==> src/rtl/fetch_pkg.sv <==
// Shared types and constants for the fetch front end.
// The FETCH_HALT_EN macro enables halt detection in fetch_controller.
package fetch_pkg;

  localparam int PC_W  = 12;
  localparam int INS_W = 19;

  localparam logic [INS_W-1:0] HALT_WORD = 19'h7FFFF;

  typedef enum logic [0:0] {
    RUN  = 1'b0,
    HALT = 1'b1
  } fetch_state_t;

  typedef struct packed {
    logic [PC_W-1:0]  pc;
    logic [INS_W-1:0] ins;
  } q_entry_t;

endpackage

==> src/rtl/fetch_if.sv <==
// Fetch-to-decode valid/ready handshake.
// master = fetch side, slave = decode side.
interface fetch_if;
  import fetch_pkg::*;

  logic [INS_W-1:0] InsOut;
  logic [PC_W-1:0]  InsPC;
  logic             InsValid;
  logic             InsReady;

  modport master (
    output InsOut,
    output InsPC,
    output InsValid,
    input  InsReady
  );

  modport slave (
    input  InsOut,
    input  InsPC,
    input  InsValid,
    output InsReady
  );

endinterface

==> src/rtl/fetch_queue.sv <==
// Two-entry FIFO of {pc, ins}; flush wins over push/pop.
// Head output is forced to zero while empty.
module fetch_queue
  import fetch_pkg::*;
(
  input  logic     clk,
  input  logic     rst,
  input  logic     push,
  input  logic     pop,
  input  logic     flush,
  input  q_entry_t din,
  output q_entry_t head,
  output logic     full,
  output logic     empty
);

  logic [1:0] cnt;
  q_entry_t   s0;
  q_entry_t   s1;
  logic       do_pop;
  logic       do_push;

  assign empty   = (cnt == 2'd0);
  assign full    = (cnt == 2'd2);
  assign do_pop  = pop && !empty;
  assign do_push = push && (!full || do_pop);
  assign head    = empty ? '0 : s0;

  always_ff @(posedge clk) begin
    if (rst || flush) begin
      cnt <= 2'd0;
    end else begin
      unique case (1'b1)
        do_push && !do_pop: cnt <= cnt + 2'd1;
        do_pop && !do_push: cnt <= cnt - 2'd1;
        default: ;
      endcase
    end
  end

  // s0 is always the head; s1 only meaningful when full
  always_ff @(posedge clk) begin
    if (!flush) begin
      if (do_pop) begin
        if (full) begin
          s0 <= s1;
          if (do_push) s1 <= din;
        end else if (do_push) begin
          s0 <= din;
        end
      end else if (do_push) begin
        if (empty) s0 <= din;
        else       s1 <= din;
      end
    end
  end

endmodule

==> src/rtl/fetch_controller.sv <==
// PC, RUN/HALT FSM and fetch/redirect priority for the front end.
// Define FETCH_HALT_EN to stop fetching on the all-ones word.
module fetch_controller
  import fetch_pkg::*;
#(
  parameter logic [PC_W-1:0] RESET_PC = '0
) (
  input  logic             clk,
  input  logic             rst,
  output logic [PC_W-1:0]  PCout,
  input  logic [INS_W-1:0] InsIn,
  fetch_if.master          dec,
  input  logic             Redirect,
  input  logic [PC_W-1:0]  RedirectPC,
  output logic             Halted
);

  logic [PC_W-1:0] pc;
  fetch_state_t    state;
  logic            pop;
  logic            push;
  logic            full;
  logic            empty;
  logic            is_halt;
  q_entry_t        din;
  q_entry_t        head;

  assign pop  = !empty && dec.InsReady;
  assign push = !Redirect && (state == RUN) && (!full || pop);
  assign din  = '{pc: pc, ins: InsIn};

`ifdef FETCH_HALT_EN
  assign is_halt = (InsIn == HALT_WORD);

  always_ff @(posedge clk) begin
    if (rst) begin
      state <= RUN;
    end else if (Redirect) begin
      state <= RUN;
    end else if (push && is_halt) begin
      state <= HALT;
    end
  end
`else
  assign is_halt = 1'b0;
  assign state   = RUN;
`endif

  // halt word is enqueued but the PC parks on its address
  always_ff @(posedge clk) begin
    if (rst) begin
      pc <= RESET_PC;
    end else if (Redirect) begin
      pc <= RedirectPC;
    end else if (push && !is_halt) begin
      pc <= pc + 1'b1;
    end
  end

  fetch_queue u_queue (
    .clk   (clk),
    .rst   (rst),
    .push  (push),
    .pop   (pop),
    .flush (Redirect),
    .din   (din),
    .head  (head),
    .full  (full),
    .empty (empty)
  );

  assign PCout        = pc;
  assign Halted       = (state == HALT);
  assign dec.InsValid = !empty;
  assign dec.InsOut   = head.ins;
  assign dec.InsPC    = head.pc;

endmodule
==> src/flat_wrapper.sv <==
// flat-port wrapper written by rule: the top's interface ports become plain ports
module fetch_controller_flat import fetch_pkg::*;
#(
  parameter logic [PC_W-1:0] RESET_PC = '0
)
  (clk, rst, PCout, InsIn, Redirect, RedirectPC, Halted, dec_InsOut, dec_InsPC, dec_InsValid, dec_InsReady);
  fetch_if dec_i ();
  input  logic clk;
  input  logic rst;
  output logic [PC_W-1:0] PCout;
  input  logic [INS_W-1:0] InsIn;
  input  logic Redirect;
  input  logic [PC_W-1:0] RedirectPC;
  output logic Halted;
  output wire logic [$bits(dec_i.InsOut)-1:0] dec_InsOut;
  output wire logic [$bits(dec_i.InsPC)-1:0] dec_InsPC;
  output wire logic [$bits(dec_i.InsValid)-1:0] dec_InsValid;
  input wire logic [$bits(dec_i.InsReady)-1:0] dec_InsReady;
  assign dec_InsOut = dec_i.InsOut;
  assign dec_InsPC = dec_i.InsPC;
  assign dec_InsValid = dec_i.InsValid;
  assign dec_i.InsReady = dec_InsReady;
  fetch_controller #(.RESET_PC(RESET_PC)) u_core (.clk(clk), .rst(rst), .PCout(PCout), .InsIn(InsIn), .dec(dec_i), .Redirect(Redirect), .RedirectPC(RedirectPC), .Halted(Halted));
endmodule
==> config.mk <==
export PLATFORM = sky130hd
export DESIGN_NAME = fetch_controller_flat
export DESIGN_NICKNAME = d
export VERILOG_FILES = /design/src/rtl/fetch_pkg.sv /design/src/rtl/fetch_if.sv /design/src/rtl/fetch_queue.sv /design/src/rtl/fetch_controller.sv /design/src/flat_wrapper.sv
export SDC_FILE = /design/constraint.sdc
export NUM_CORES = 1
export LEC_CHECK = 0
export ABC_AREA = 1
export BUFFER_PORTS_ARGS = -buffer_cell sky130_fd_sc_hd__buf_2
export CORE_UTILIZATION = 30
export CTS_CLUSTER_SIZE = 10
export DETAILED_ROUTE_END_ITERATION = 6
export HOLD_SLACK_MARGIN = 0.12
export MAX_ROUTING_LAYER = met4
export PLACE_DENSITY = 0.45
export SLEW_MARGIN = 20
export SYNTH_ARGS = -nofsm -noshare
export SYNTH_HDL_FRONTEND = slang
export SYNTH_SLANG_ARGS = --single-unit
==> constraint.sdc <==
create_clock -name clk -period 5.68 [get_ports clk]
set_clock_uncertainty 0.15 [all_clocks]
set_input_delay 1.704 -clock clk [delete_from_list [all_inputs] [get_ports clk]]
set_output_delay 1.704 -clock clk [all_outputs]
set_load 0.01 [all_outputs]
# == Word-level counts from Yosys, hierarchy flattened ==
# Index checks and enable logic that the tools add are counted.
# totals
wordCells,49
in_bits,35
out_inout_bits,45
reg_bits,76
# op_classes
n_bitwise,1
muxes,13
reduce_logical,22
n_addsub,3
n_eq_ne,4
# op_table
cell,n
$mux W31,10
$mux W12,2
$add A12 B1 Y12 const B,1
$reduce_bool A2 Y1,5
$logic_and A1 B1 Y1,6
$logic_not A1 Y1,5
$reduce_and A5 Y1,1
$ne A2 B2 Y1 const B,2
$pmux W2 S2,1
$reduce_and A4 Y1,1
$logic_or A1 B1 Y1,3
$add A2 B1 Y2 const B,1
$eq A2 B2 Y1 const B,1
$logic_not A2 Y1,1
$ne A2 B1 Y1 const B,1
$sub A2 B1 Y2 const B,1
$not A1 Y1,1

# == Longest topological paths before layout ==
# Gate-level depths: netlist of the first run.
# logic_depth
depth_word,9
ltp_mapped,10
ltp_nobuf,10

# == By module ==
# From an unflattened synthesis of the first run, not the netlist that was laid out.
# unflattened
hier_cells,390
hier_area_um2,3619.7
# by_module_without_submodules
mod,n_inst,seq_area_each_um2,area_per_inst_um2,cells_each
fetch_queue,1,1901.8,2767.7,265
fetch_controller,1,240.2,852.1,125

# == Least setup slack after synthesis of the first run ==
# Ideal clock, no wire load.
# synth_path
path_kind,input to register
from,input port Redirect
to,"register u_core.u_queue.s1[0] (netlist bit), enable pin"
t_required_ns,5.092
arrival_time_ns,4.097
n_path_buf,1
path_slack_ns,0.995
cell_stages,5
setup_ns,0.438
path_cell_list,buf_2 -> inv_1 -> nand2_2 -> ha_1 -> nor4_2
# synth_via
elab_chain_cells,5
word_cells_on_any_way,7
classes_between,eq/ne (1); bitwise (1); reduce/logical (5)
# synth_lines
element,line_no,text
from (decl),flat_wrapper.sv:12,input logic Redirect;
$logic_not A1 Y1,fetch_controller.sv:29,assign push = !Redirect && (state == RUN) && (!full || pop);
$logic_and A1 B1 Y1,fetch_controller.sv:29,
$logic_and A1 B1 Y1,fetch_queue.sv:26,assign do_push = push && (!full || do_pop);
$ne A2 B2 Y1 (no line) / $reduce_bool A2 Y1 (equally long branches),-,
$reduce_and A5 Y1 (no line) (*),-,
to (signal assigned),fetch_queue.sv:47,if (do_push) s1 <= din;
to (signal assigned),fetch_queue.sv:53,else s1 <= din;
to (decl),fetch_queue.sv:19,q_entry_t s1;
# Mark *: on every way between the ends. The rest lies on a longest branch, timed or not.
# A chain may end at the register's enable or synchronous reset.

# == Final worst setup path of the first run ==
# layout_path
from,register u_core.u_queue.cnt[0]
to,output port dec_InsPC[4]
# layout_via
elab_chain_cells,2
# layout_lines
element,line_no,text
from (decl),fetch_queue.sv:17,logic [1:0] cnt;
from (signal assigned),fetch_queue.sv:34,do_push && !do_pop: cnt <= cnt + 2'd1;
from (signal assigned),fetch_queue.sv:35,do_pop && !do_push: cnt <= cnt - 2'd1;
$logic_not A2 Y1,fetch_queue.sv:23,assign empty = (cnt == 2'd0);
$mux W31,fetch_queue.sv:27,assign head = empty ? '0 : s0;
to (decl),flat_wrapper.sv:16,output wire logic [$bits(dec_i.InsPC)-1:0] dec_InsPC;
# No other way between the ends.

==> reports/qor.txt, run 1 <==
status -> finished, final reports clean
layout cell share with drive strength beyond 1 -> 33.5%
CTS resizes -> 0
1st-iter DRT viols -> 96
leak pwr -> 2.00 nW
largest net degree at the start of global routing -> 43
Antenna Violating Nets Remaining -> 0
Final Hold Fails -> 0
Synth Area in Adders -> 1.06%
Setup CP Type -> reg -> out
crit path launch type -> flop
Max Buffers Root-to-Sink -> 2
post-synthesis cell area -> 0.00355 mm^2
post-synthesis simple-gate area fraction -> 14.8%
crit-path cells -> nor2_2, buf_4, nor2_1, buf_2
worst hold stages -> 0
unrepaired setup endpoints after global routing -> false
Post-CTS Hold Buffers -> 0
MaxCap Viol Count -> 0
routed wire length -> 7370 um
crit path time final -> 3610 ps
first-pass GRT wire length -> 12200 um
yosys warns -> 0
area grow syn2layout -> 24.2%
CP arrival -> 1760 ps
max_slew headroom -> 55.7%
share of synthesized area spent on multiplexers -> 8.56%
most used cells in the layout excluding fill and tap cells -> 78 x buf_2, 62 x edfxtp_1, 58 x nor2_1
main combinational cell family by area after synthesis -> simple AND/OR/NAND/NOR gates
# diodes -> 0
initial antenna violation count -> 0
DP HPWL -> 5120 um
Synth Area in XOR/XNOR -> 0.493%
die width -> 111 um
Via Count -> 2411
I/O Buffers -> 78
final RePlAce weighted congestion -> 0.824
vias in the first global route -> 2312
Tot Pwr -> 1.35 mW
Crit-path slowest cell -> nor2_2
number of distinct library cells after synthesis -> 32
Worst Setup Slack, final -> 2070 ps
Pwr per Cell Area -> 305 mW/mm^2
CTS buffer count -> 9
Worst Setup End Kind -> output port
post-route clock period utilization -> 63.6%
die height -> 111 um
wire length per cell -> 13.1 um
Nets -> 451
DRC -> 0
register area share after synthesis -> 60.3%
Syn Nets -> 370
critical path fanouts, max -> 25
Post-synth EDFFs -> 62
Setup TNS -> 0 ps
Crit path largest cell delay -> 450 ps
die footprint -> 0.0123 mm^2
fmax -> 277 MHz
drt via density -> 4.30
most common cell after layout, fill and taps aside -> buf_2
clock slew at reported path FFs -> 60 ps
clock latency on the worst-skew pair -> 330 ps
Fillers -> 1154
worst vdd ir -> 0.137 mV
post-synthesis compound-gate area fraction -> 6.55%
CTS Root Cell -> clkbuf_16
Worst Path Required -> 3830 ps
clock sink count -> 76
postcts setup bufs -> 0
final slew viol count -> 0
number of synthesized register bits -> 76
Hold WC Path Type -> reg -> reg
Core Area -> 0.0115 mm^2
CTS tree -> yes
pre-CTS setup slack -> 2000 ps
Ports -> 80
Synth async-reset ratio -> 0%
FF-to-FF path depth -> 6
Main synth FF type -> edfxtp_1
Mapped Cells -> 332
row cnt -> 39
total track usage -> 13.3%
Pre-Repair DR Iteration Count -> 5
Syn Area/Cell -> 10.7 um^2
Initial Util -> 31.0%
Slew @ Worst Pin -> 664 ps
# setup viols final -> 0
H-tree levels -> 3
global route overflow -> 0
==> worst max-delay path: cells and delay by family, from the launching register on <==
| family | cells | cell delay [ps] |
|---|---|---|
| buffers and inverters | 2 | 520 |
| DFF | 1 | 380 |
| and+or+nand+nor | 2 | 520 |
==> worst paths after layout <==
| check | start | end | slack [ps] |
|---|---|---|---|
| worst min-delay path | u_core.PCout[11] | u_core.u_queue.s1[30] | 390 |
| worst max-delay path | u_core.u_queue.cnt[0] | dec_InsPC[4] | 2070 |
| worst max register to register | u_core.u_queue.cnt[1] | u_core.u_queue.s1[15] | 3380 |
| worst min register to register | u_core.PCout[11] | u_core.u_queue.s1[30] | 390 |
==> power breakdown <==
group / switching [mW] / total [mW] / internal, mW / leakage [nW]
Sequential: 0.0158 / 0.650 / 0.634 / 0.702
Combinational: 0.0741 / 0.128 / 0.0536 / 1.15
Clock: 0.226 / 0.568 / 0.342 / 0.146
==> layout make-up <==
class                   instances  area, um^2  area share [%]
clock buffers                   9         225            5.10
clock inverters                 7        73.8            1.67
well taps                     143         179            4.06
repair buffers                 81         433            9.81
flip-flops and latches         76        2140            48.6
multi-input cells             187        1140            25.9
inverters                      58         218            4.93
==> routing by layer <==
metal	vias up	routed length (um)	global-route usage, %
li1	1256	-	-
met1	1089	3690	18.1
met2	57	3260	19.0
met3	9	300	3.50
met4	0	121	4.80
met5	-	0	-
==> registers in the layout, indices dropped and copies added, names as in the netlist <==
signal,count
u_core.u_queue.s0,31
u_core.u_queue.cnt,2
u_core.PCout,12
u_core.u_queue.s1,31
==> synthesized netlist by cell type (3+ instances only) <==
library cell,count,area share (%)
edfxtp_1,62,52
nor2_1,58,6.1
inv_1,56,5.9
nand2_1,40,4.2
mux2_4,18,7.6
dfxtp_1,14,7.9
nand3_1,11,1.5
o21ai_0,11,1.5
a21oi_1,10,1.4
a21oi_2,10,2.5
a31oi_1,4,0.70
clkbuf_1,4,0.42
buf_2,3,0.42
buf_6,3,0.95
ha_1,3,1.1
mux2_2,3,0.95
nor2_2,3,0.53
==> through the flow <==
stage	hold WS, ps	std cells	util (%)	area, um^2
floorplan	371	332	-	3550
global placement	374	544	35.6	4090
detailed placement	378	544	35.6	4090
CTS	388	560	38.2	4380
global route	398	561	38.5	4410
finish	390	561	38.5	4410
==> kinds of logic after synthesis <==
group / count (synthesis)
compound gates: 37
xor+xnor: 2
fa+ha+maj: 3
buf+inv: 69
flops: 76
mux: 21
other cells: 1
simple gates: 123
Note: power is estimated with default switching activity, not from simulation.
==> run 2: changes to the inputs <==
==> constraint.sdc (replaced) <==
create_clock -name clk -period 3.5 [get_ports clk]
set_clock_uncertainty 0.15 [all_clocks]
set_input_delay 1.05 -clock clk [delete_from_list [all_inputs] [get_ports clk]]
set_output_delay 1.05 -clock clk [all_outputs]
set_load 0.01 [all_outputs]
==> run 2 against run 1 <==
Effect of this change:
- clock power is 51% higher
- sequential share of layout area is 0.15 points higher
- die area stayed put
- total power is 57% higher
- flip-flop and latch count did not move
- setup slack worse by 1200 ps
- via count is 1.2% higher
- routed wire length increased by 5.0%
- critical path depth is the same
- worst hold slack worse by 10 ps
- non-clock buffer count rose by 3
- clock-buffer cell count grew 2
==> reports/qor.txt, run 2 (synthesized netlist as in run 1, its figures left out) <==
Area after DPL -> 0.00413 mm^2
Setup TNS -> 0 ps
Initial Util -> 31.0%
postcts setup bufs -> 0
first-pass GRT wire length -> 12400 um
Pre-Repair DR Iteration Count -> 4
vias in the first global route -> 2364
area grow syn2layout -> 23.8%
Final Hold Fails -> 0
Crit path largest cell delay -> 460 ps
row cnt -> 39
Worst Setup End Kind -> output port
clock sink count -> 76
# setup viols final -> 0
drt via density -> 4.33
Fillers -> 1158
initial antenna violation count -> 0
final slew viol count -> 0
fin util -> 38.4%
Post-CTS Hold Buffers -> 0
Pwr per Cell Area -> 482 mW/mm^2
CTS resizes -> 0
clock latency on the worst-skew pair -> 330 ps
most used cells in the layout excluding fill and tap cells -> 78 x buf_2, 62 x edfxtp_1, 58 x nor2_1
clock slew at reported path FFs -> 60 ps
Via Count -> 2441
total track usage -> 13.6%
Worst Path Required -> 2300 ps
most common cell after layout, fill and taps aside -> buf_2
CTS tree -> yes
Ports -> 80
CP delay by family, top -> flip-flops
# diodes -> 0
Antenna Violating Nets Remaining -> 0
I/O Buffers -> 78
CP arrival -> 1400 ps
routed wire length -> 7740 um
crit-path cells -> nor2_2, buf_4, nor2_1, buf_2
dpl cells -> 548
worst path buffer plus inverter count -> 2
unrepaired setup endpoints after global routing -> false
Crit-path slowest cell -> dfxtp_1
DP HPWL -> 5430 um
critical path fanouts, max -> 25
CTS buffer count -> 9
status -> finished, final reports clean
layout cell share with drive strength beyond 1 -> 33.5%
H-tree levels -> 3
worst vdd ir -> 0.190 mV
largest net degree at the start of global routing -> 32
post-route clock period utilization -> 74.2%
die height -> 111 um
Setup CP Type -> reg -> out
leak pwr -> 1.99 nW
crit path time final -> 2600 ps
setup slack, reg-to-reg -> 1290 ps
Max Buffers Root-to-Sink -> 2
die footprint -> 0.0123 mm^2
crit path launch type -> flop
Finished Layout Cells -> 564
CTS Root Cell -> clkbuf_16
fmax -> 385 MHz
MaxCap Viol Count -> 0
global route overflow -> 0
Hold WC Path Type -> reg -> reg
final RePlAce weighted congestion -> 0.785
Nets -> 454
1st-iter DRT viols -> 110
DRC -> 0
die width -> 111 um
Core Area -> 0.0115 mm^2
Hold WS -> 380 ps
wire length per cell -> 13.7 um
final instance area -> 0.00440 mm^2
## run 2: cell types whose count changed in the layout (fill, tap and decap cells not counted), sizes merged
cell / before / now
buf: 81 / 84
clkbuf: 9 / 11
bufinv: 1 / 0
clkinv: 3 / 2
clkinvlp: 1 / 2
inv: 60 / 59
## run 2: worst reg2reg max path, cell delays in order (launching register included)
cell and delay, ps:
dfxtp_1 460, nor2_2 60, buf_4 180, nor2_1 180, inv_1 70, ha_1 230
nor4_4 320, buf_12 250
## run 2: final timing paths
path / start / depth (start not counted) / to
setup / recovery: u_core.u_queue.cnt[0] / 4 / dec_InsPC[11]
hold / removal: u_core.PCout[4] / 0 / u_core.u_queue.s1[23]
setup reg to reg: u_core.u_queue.cnt[0] / 7 / u_core.u_queue.s1[14]
hold reg to reg: u_core.PCout[4] / 0 / u_core.u_queue.s1[23]
## run 2: layout make-up
| cell class | count | area [um^2] | area share, % |
|---|---|---|---|
| inverters | 58 | 218 | 4.95 |
| well taps | 143 | 179 | 4.07 |
| repair buffers | 84 | 448 | 10.2 |
| clock buffers | 11 | 233 | 5.29 |
| multi-input cells | 187 | 1140 | 25.9 |
| clock inverters | 5 | 37.5 | 0.853 |
| flip-flops and latches | 76 | 2140 | 48.7 |
## run 2: where the power goes
part | switching, mW | total, mW | internal (mW)
Sequential | 0.0259 | 1.06 | 1.03
Clock | 0.373 | 0.856 | 0.483
Combinational | 0.120 | 0.207 | 0.0869
## run 2: metal layers
metal	routed length [um]	vias up	GRT usage, %	share of wire, %
li1	-	1253	-	-
met1	3780	1124	18.2	49
met2	3540	56	19.8	46
met3	329	8	3.39	4.2
met4	99	0	5.33	1.3
met5	0	-	-	0
## run 2: stage by stage
stage / total power [mW] / setup slack, ps
2_1_floorplan: 1.19 / 164
3_3_place_gp: 1.29 / 711
3_5_place_dp: 1.29 / 668
4_1_cts: 2.15 / 885
5_1_grt: 2.21 / 807
6_report: 2.12 / 904
==> run 3: changes to the inputs <==
--- a/config.mk
+++ b/config.mk
@@ -12,7 +12,7 @@
 export DETAILED_ROUTE_END_ITERATION = 6
 export HOLD_SLACK_MARGIN = 0.12
 export MAX_ROUTING_LAYER = met4
-export PLACE_DENSITY = 0.45
+export PLACE_DENSITY = 0.47
 export SLEW_MARGIN = 20
 export SYNTH_ARGS = -nofsm -noshare
 export SYNTH_HDL_FRONTEND = slang
==> constraint.sdc (replaced) <==
create_clock -name clk -period 2.2 [get_ports clk]
set_clock_uncertainty 0.15 [all_clocks]
set_input_delay 0.66 -clock clk [delete_from_list [all_inputs] [get_ports clk]]
set_output_delay 0.66 -clock clk [all_outputs]
set_load 0.01 [all_outputs]
==> run 3 against run 2 <==
Effect of this change:
- combinational power rose by 88%
- flip-flop and latch count did not move
- sequential power rose by 58%
- cell count rose by 1.2%
- die area did not move
- clock power rose by 81%
- cell area rose by 5.2%
- first-iteration DRC count fell by 27%
- routed wire length rose by 2.6%
- register-to-register slack got worse by 1100 ps
- utilization rose by 2.0 points
==> reports/qor.txt, run 3 (synthesized netlist as in run 1, its figures left out) <==
DP HPWL -> 5320 um
critical path fanouts, max -> 8
Via Count -> 2500
Max Buffers Root-to-Sink -> 2
clock slew at reported path FFs -> 60 ps
Worst Setup End Kind -> output port
Finished Layout Cells -> 571
Pwr per Cell Area -> 782 mW/mm^2
Sw Pwr -> 0.811 mW
die width -> 111 um
H-tree levels -> 3
Final Hold Fails -> 0
Setup CP Type -> reg -> out
CTS Root Cell -> clkbuf_16
WL met3 -> 231 um
internal power component -> 2.81 mW
I/O Buffers -> 78
worst vdd ir -> 0.295 mV
global route overflow -> 0
CP arrival -> 1350 ps
post-route clock period utilization -> 98.1%
Ports -> 80
wire length per cell -> 13.9 um
unrepaired setup endpoints after global routing -> false
vias in the first global route -> 2336
crit path launch type -> flop
Metal-1 WL -> 3760 um
clock latency on the worst-skew pair -> 330 ps
Area after DPL -> 0.00421 mm^2
largest net degree at the start of global routing -> 42
MaxCap Viol Count -> 0
status -> finished, final reports clean
CTS tree -> yes
dpl cells -> 550
clock power share -> 42.9%
layout cell share with drive strength beyond 1 -> 36.0%
drt via density -> 4.38
DR WL met2 -> 3830 um
Initial Util -> 31.0%
Nets -> 461
clock sink count -> 76
initial antenna violation count -> 0
fmax -> 463 MHz
die height -> 111 um
Core Area -> 0.0115 mm^2
total track usage -> 12.9%
CTS buffer count -> 9
most common cell after layout, fill and taps aside -> buf_2
# diodes -> 0
final instance area -> 0.00463 mm^2
first-pass GRT wire length -> 11700 um
pre-CTS setup slack -> -46.2 ps
power share of the combinational group -> 10.8%
DRC -> 0
Setup TNS -> 0 ps
sw frac -> 22.4%
Hold WC Path Type -> in -> reg
final RePlAce weighted congestion -> 0.775
Pre-Repair DR Iteration Count -> 4
final slew viol count -> 0
Antenna Violating Nets Remaining -> 0
routed wire length -> 7940 um
row cnt -> 39
# setup viols final -> 0
crit path time final -> 2160 ps
Worst Setup Slack, final -> 42.4 ps
most used cells in the layout excluding fill and tap cells -> 78 x buf_2, 62 x edfxtp_1, 57 x nor2_1
Post-CTS Hold Buffers -> 0
Worst Path Required -> 1390 ps
area grow syn2layout -> 30.2%
uppermost layer routed -> met4
die footprint -> 0.0123 mm^2
1st-iter DRT viols -> 80
sequential group share of total power -> 46.4%
leak pwr -> 2.08 nW
[run 3: cell count changes in the layout (fill, tap and decap cells not counted), moves of 2 or more]
cell and delta:
dfxtp_1 -2, inv_1 -2, clkbuf_16 +2, bufinv_16 +2
buf_12 +4, dfxtp_2 +2
[run 3: per-layer routing]
metal | track usage [%] | vias to the layer above
li1 | - | 1271
met1 | 15.9 | 1167
met2 | 20.7 | 52
met3 | 2.68 | 10
met4 | 5.07 | 0
met5 | - | -
[run 3: final cells by class]
class | count | area [um^2]
fillers | 1116 | 6840
flip-flops and latches | 76 | 2140
multi-input cells | 187 | 1170
repair buffers | 91 | 589
clock buffers | 10 | 229
inverters | 58 | 220
well taps | 143 | 179
clock inverters | 6 | 88.8
[run 3: final timing paths]
kind              cells past startpoint                    end  slack, ps             startpoint
setup reg to reg                      8  u_core.u_queue.s1[14]        160  u_core.u_queue.cnt[0]
setup / recovery                      5           dec_InsValid         40  u_core.u_queue.cnt[0]
hold reg to reg                       0  u_core.u_queue.s1[23]        370        u_core.PCout[4]
hold / removal                        1   u_core.u_queue.s1[2]        370               InsIn[2]
[run 3: worst max-delay path, stage by stage (launching register included)]
cell	delay, ps
dfxtp_2	410
nor2_4	50
buf_12	140
buf_12	130
inv_1	120
buf_2	160
[run 3: what timing repair did]
action,in CTS,in global routing
gates resized for setup,1,2
pin swaps,1,1
setup endpoints to repair,32,16
gates cloned,0,3
setup buffers,1,1
[run 3: power groups by stage]
stage	Clock (mW)	Sequential (mW)	Combinational, mW
2_1_floorplan	0	1.70	0.205
5_1_grt	1.65	1.69	0.432
6_report	1.55	1.68	0.390
3_3_place_gp	0	1.71	0.352
3_5_place_dp	0	1.71	0.357
4_1_cts	1.59	1.68	0.361
[run 3: through the flow]
stage	util [%]	total power [mW]	hold slack [ps]
after floorplan	-	1.91	371
after global placement	36.7	2.06	350
after detailed placement	36.7	2.07	368
after CTS	39.6	3.63	359
after global routing	40.3	3.77	359
final	40.3	3.62	370
